$ cat config.mk
export PLATFORM = sky130hd
export DESIGN_NAME = fetch_if_id_stage
export DESIGN_NICKNAME = d
export VERILOG_FILES = /design/src/rtl/sparc_pkg.sv /design/src/rtl/pc_npc_register.sv /design/src/rtl/fetch_if_id_stage.sv
export SDC_FILE = /design/constraint.sdc
export NUM_CORES = 1
export LEC_CHECK = 0
export BUFFER_PORTS_ARGS = -buffer_cell sky130_fd_sc_hd__buf_2
export CAP_MARGIN = 20
export CORE_ASPECT_RATIO = 0.6
export CORE_MARGIN = 2
export CORE_UTILIZATION = 32
export DETAILED_ROUTE_END_ITERATION = 8
export PLACE_DENSITY = 0.69
export SYNTH_ARGS = -nofsm -noshare
export SYNTH_HDL_FRONTEND = slang
export SYNTH_SLANG_ARGS = --single-unit
$ cat constraint.sdc
create_clock -name clk -period 6.7 [get_ports clk]
set_input_delay 0.67 -clock clk [delete_from_list [all_inputs] [get_ports clk]]
set_output_delay 0.67 -clock clk [all_outputs]
set_load 0.01 [all_outputs]
$ cat src/rtl/sparc_pkg.sv
// Shared fetch-path definitions: next-PC select codes,
// the bubble instruction word and the fetch FSM states.
package sparc_pkg;

  localparam logic [1:0] PC_SEQ    = 2'b00;
  localparam logic [1:0] PC_BRANCH = 2'b01;
  localparam logic [1:0] PC_JMPL   = 2'b10;

  localparam logic [31:0] NOP_INSTR = 32'h0;

  typedef enum logic {
    BOOT,
    RUN
  } fetch_state_e;

endpackage

$ cat src/rtl/pc_npc_register.sv
// SPARC PC/nPC pair with delayed-branch update, +4 adder,
// target mux with word-alignment masking and a misalign flag.
// Ports: clk, reset (async high), le (load enable),
//   pc_sel, branch_target, jmpl_target -> pc_out, npc_out,
//   misalign (registered).
module pc_npc_register
  import sparc_pkg::*;
#(
  parameter int unsigned       ADDR_W   = 32,
  parameter logic [ADDR_W-1:0] RESET_PC = '0
) (
  input  logic              clk,
  input  logic              reset,
  input  logic              le,
  input  logic [1:0]        pc_sel,
  input  logic [ADDR_W-1:0] branch_target,
  input  logic [ADDR_W-1:0] jmpl_target,
  output logic [ADDR_W-1:0] pc_out,
  output logic [ADDR_W-1:0] npc_out,
  output logic              misalign
);

  localparam logic [ADDR_W-1:0] RESET_NPC =
    RESET_PC + ADDR_W'(4);

  logic [ADDR_W-1:0] r_pc;
  logic [ADDR_W-1:0] r_npc;
  logic              r_mis;

  logic [ADDR_W-1:0] w_seq;
  logic [ADDR_W-1:0] w_next;
  logic              w_mis;

  // Reserved select 11 falls back to sequential.
  always_comb begin
    w_seq  = r_npc + ADDR_W'(4);
    w_next = w_seq;
    w_mis  = 1'b0;
    unique case (pc_sel)
      PC_BRANCH: begin
        w_next = {branch_target[ADDR_W-1:2], 2'b00};
        w_mis  = |branch_target[1:0];
      end
      PC_JMPL: begin
        w_next = {jmpl_target[ADDR_W-1:2], 2'b00};
        w_mis  = |jmpl_target[1:0];
      end
      PC_SEQ:  w_next = w_seq;
      default: w_next = w_seq;
    endcase
  end

  // Delayed branch: PC always takes the old nPC.
  always_ff @(posedge clk or posedge reset) begin
    if (reset) begin
      r_pc  <= RESET_PC;
      r_npc <= RESET_NPC;
      r_mis <= 1'b0;
    end else if (le) begin
      r_pc  <= r_npc;
      r_npc <= w_next;
      r_mis <= w_mis;
    end
  end

  assign pc_out   = r_pc;
  assign npc_out  = r_npc;
  assign misalign = r_mis;

endmodule

$ cat src/rtl/fetch_if_id_stage.sv
// Instruction fetch stage plus IF/ID pipeline register.
// Ports: clk, reset (async high), le, pc_sel,
//   branch_target, jmpl_target, annul, instr_in ->
//   pc_out, npc_out, if_id_instr/pc/npc/valid, misalign.
// Macro FETCH_COUNT_EN adds fetch_count (valid loads).
module fetch_if_id_stage
  import sparc_pkg::*;
#(
  parameter int unsigned       ADDR_W   = 32,
  parameter logic [ADDR_W-1:0] RESET_PC = '0
) (
  input  logic              clk,
  input  logic              reset,
  input  logic              le,
  input  logic [1:0]        pc_sel,
  input  logic [ADDR_W-1:0] branch_target,
  input  logic [ADDR_W-1:0] jmpl_target,
  input  logic              annul,
  input  logic [31:0]       instr_in,
  output logic [ADDR_W-1:0] pc_out,
  output logic [ADDR_W-1:0] npc_out,
  output logic [31:0]       if_id_instr,
  output logic [ADDR_W-1:0] if_id_pc,
  output logic [ADDR_W-1:0] if_id_npc,
  output logic              if_id_valid,
`ifdef FETCH_COUNT_EN
  output logic [31:0]       fetch_count,
`endif
  output logic              misalign
);

  logic [ADDR_W-1:0] w_pc;
  logic [ADDR_W-1:0] w_npc;

  fetch_state_e      r_state;
  logic [31:0]       r_instr;
  logic [ADDR_W-1:0] r_ipc;
  logic [ADDR_W-1:0] r_inpc;
  logic              r_valid;

  pc_npc_register #(
    .ADDR_W   (ADDR_W),
    .RESET_PC (RESET_PC)
  ) u_pc (
    .clk           (clk),
    .reset         (reset),
    .le            (le),
    .pc_sel        (pc_sel),
    .branch_target (branch_target),
    .jmpl_target   (jmpl_target),
    .pc_out        (w_pc),
    .npc_out       (w_npc),
    .misalign      (misalign)
  );

  // IF/ID captures the word addressed by the current PC.
  // Annul squashes the word but keeps its PC/nPC tags.
  always_ff @(posedge clk or posedge reset) begin
    if (reset) begin
      r_state <= BOOT;
      r_instr <= NOP_INSTR;
      r_ipc   <= '0;
      r_inpc  <= '0;
      r_valid <= 1'b0;
    end else if (le) begin
      r_ipc   <= w_pc;
      r_inpc  <= w_npc;
      r_instr <= annul ? NOP_INSTR : instr_in;
      r_valid <= ~annul;
      unique case (r_state)
        BOOT: r_state <= RUN;
        RUN:  r_state <= RUN;
      endcase
    end
  end

`ifdef FETCH_COUNT_EN
  logic [31:0] r_cnt;

  always_ff @(posedge clk or posedge reset) begin
    if (reset) begin
      r_cnt <= '0;
    end else if (le && !annul) begin
      r_cnt <= r_cnt + 32'd1;
    end
  end

  assign fetch_count = r_cnt;
`endif

  assign pc_out      = w_pc;
  assign npc_out     = w_npc;
  assign if_id_instr = r_instr;
  assign if_id_pc    = r_ipc;
  assign if_id_npc   = r_inpc;
  assign if_id_valid = r_valid;

endmodule

==> metrics.txt <==
H-tree levels 4; clock skew between 10 and 15 ps; routed length per instance 18.38 microns; GRT Util Overall 0.1842; clock latency at the later pin of the worst-skew pair about 410 ps; Final Hold Viols 0; Final Setup Violations 0; max_cap viols 0; Worst path top cell family by delay adder cells; Post-synth ARST share 1.000; Die H approximately 110 microns; Slew headroom 0.3349; RR Endpoint u_pc.npc_out[29]$_DFFE_PP0P_; Req. time, crit path between 6000 and 7000 ps; synthesis-stage register bit count between 100 and 150; most frequent cell after synthesis dfrtp_1; cell breakdown of the critical path buf_2 > inv_1 > ha_2 > nand3_1 > o31ai_1 > a2bb2oi_1; total grt overflow 0; PwrDens ~350 nW/um^2; Filler cells roughly 1700; Initial Util 0.3273; Crit Reg-Reg Startpoint u_pc.npc_out[10]$_DFFE_PP0P_; # hold bufs at CTS 0; Root Buffer Master clkbuf_16; CP peak stage delay ~980 ps; yosys warns 0; area share of the largest cell type after synthesis 0.5192; period utilisation layout 0.3842; CP Capture Type flip-flop; initial antenna violation count 2; Fmax between 300 and 400 MHz; io pins roughly 260; status finished clean; Netlist Area Pre-Place about 5900 sq um; Yosys cell types 49; Post-Place Worst Slack between 3000 and 4000 ps; Crit. Startpoint pc_sel[0]; top_reg_cell synth dfrtp_1; post-synthesis sequential area ratio 0.5236; Area Overhead vs Synth 31.28%; TritonCTS clock tree done; CP Class in -> reg; die area around 20000 sq um; Avg Inst Size Synth approximately 12 sq um; Clock Tree Buf Depth 2; Crit Path Max Fanout 56; Worst Path Arrival 2820 ps; Post-synth top cells 123 x dfrtp_1, 60 x mux2_2, 38 x buf_4; Crit-path slowest cell ha_2; vias per inst 5.205; total CTS buffers 17; vias between 5000 and 6000; DRT iter0 DRCs around 290; Setup WS post-layout between 4000 and 5000 ps; Nets slightly above 800; min cycle time layout about 2600 ps; routability cong. around 0.8; Final TNS setup 0 ps; # resized after CTS 0; final core occ 0.4296; dpl hpwl between 10000 and 15000 microns; Max rail drop VDD roughly 190 uV; vias in the first global route about 5000; max-slew violations 0; Post-DRT Antenna Nets 0; Fin Hold WS approximately 290 ps; num rows 38; Clock Sinks roughly 120; Yosys top cell by area dfrtp_1; Core ar. approximately 18000 sq um; Port Buffer Count roughly 260; WL final about 18000 microns; Die Wd 179.7 microns; DR DRC count 0; Critical Path Start Type input pin; pin count of the biggest net entering global routing 71; Reg2Reg Setup Slack 4450 ps; number of synthesized flops with an enable pin 0; Slew @ Worst Pin around 1000 ps; drt pass-1 iters 5; Synth area leaders dfrtp_1 52%, mux2_2 11%, buf_4 4.8%; Mapped Cells approximately 520; layout cells sized above 1 0.4926; setup bufs post-CTS 0; R2R depth 4; WP buf/inv 2; HP Class in -> async; RSZ-0062 raised after global routing false; P_leak around 0.0037 uW; Worst-path clk slew ~60 ps; first-pass GRT wire length between 20000 and 30000 microns
final cells by class:
type                       count  area, sq um  share of cell area
clock inverter                13        190.2             0.02444
inverter                      11        46.29            0.005949
timing repair buffer         259         1309              0.1682
clock buffer                  19        442.9             0.05691
tap                          240        300.3             0.03859
multi-input combinational    313         2385              0.3064
sequential                   124         3104              0.3989
antenna                        2        5.005           0.0006431
kinds of logic after synthesis:
family / share of synthesized area
AO/OA/AOI/OAI: 0.1906
multiplexers: 0.1140
buffers and inverters: 0.07936
flip-flops: 0.5236
other: 0.0006326
AND/OR/NAND/NOR: 0.08548
adder cells (fa/ha/maj): 0.006332
how the worst max path moves through the flow:
stage	endpoint	cells past startpoint
floorplan	if_id_instr[0]$_DFFE_PP0P_	1
global placement	u_pc.npc_out[12]$_DFFE_PP0P_	6
detailed placement	u_pc.npc_out[14]$_DFFE_PP0P_	6
CTS	u_pc.npc_out[14]$_DFFE_PP0P_	6
global route	u_pc.npc_out[14]$_DFFE_PP0P_	6
finish	u_pc.npc_out[14]$_DFFE_PP0P_	6
layer usage:
metal  GRT usage  vias to the layer above  share of wire
met5           0                        -              0
met4     0.05226                        0          0.014
met3     0.06327                       16          0.079
met2      0.2885                      229           0.45
met1      0.2440                     2516           0.46
li1            -                     2345              -
through the flow:
step	instance area [sq um]	cells	total power (uW)
2_1_floorplan	5954	522	1451
3_3_place_gp	7144	947	1703
3_5_place_dp	7144	947	1718
4_1_cts	7777	979	2727
5_1_grt	7777	979	2832
6_report	7782	981	2689
sequential cells by signal (all words and copies together) (netlist names):
| name | flops |
|---|---|
| u_pc.npc_out | 30 |
| u_pc.misalign | 1 |
| if_id_pc | 30 |
| if_id_npc | 30 |
| if_id_instr | 32 |
| if_id_valid | 1 |
cell usage in the layout (no fill, tap or decap), types with 9 or more instances in the layout:
master,instances
nand3_1,16
nand2_1,16
dfrtp_1,123
a22o_1,32
nor3_1,10
a221oi_1,19
inv_1,9
clkbuf_16,17
a21oi_1,24
buf_2,254
o21ai_0,15
nor2_1,21
mux2_2,60
power by group:
group	total (uW)	internal (uW)	switching [uW]
clock	991	635	356
sequential	1060	902	161
combinational	636	300	336
No activity file was read; power rests on OpenSTA's default activity.
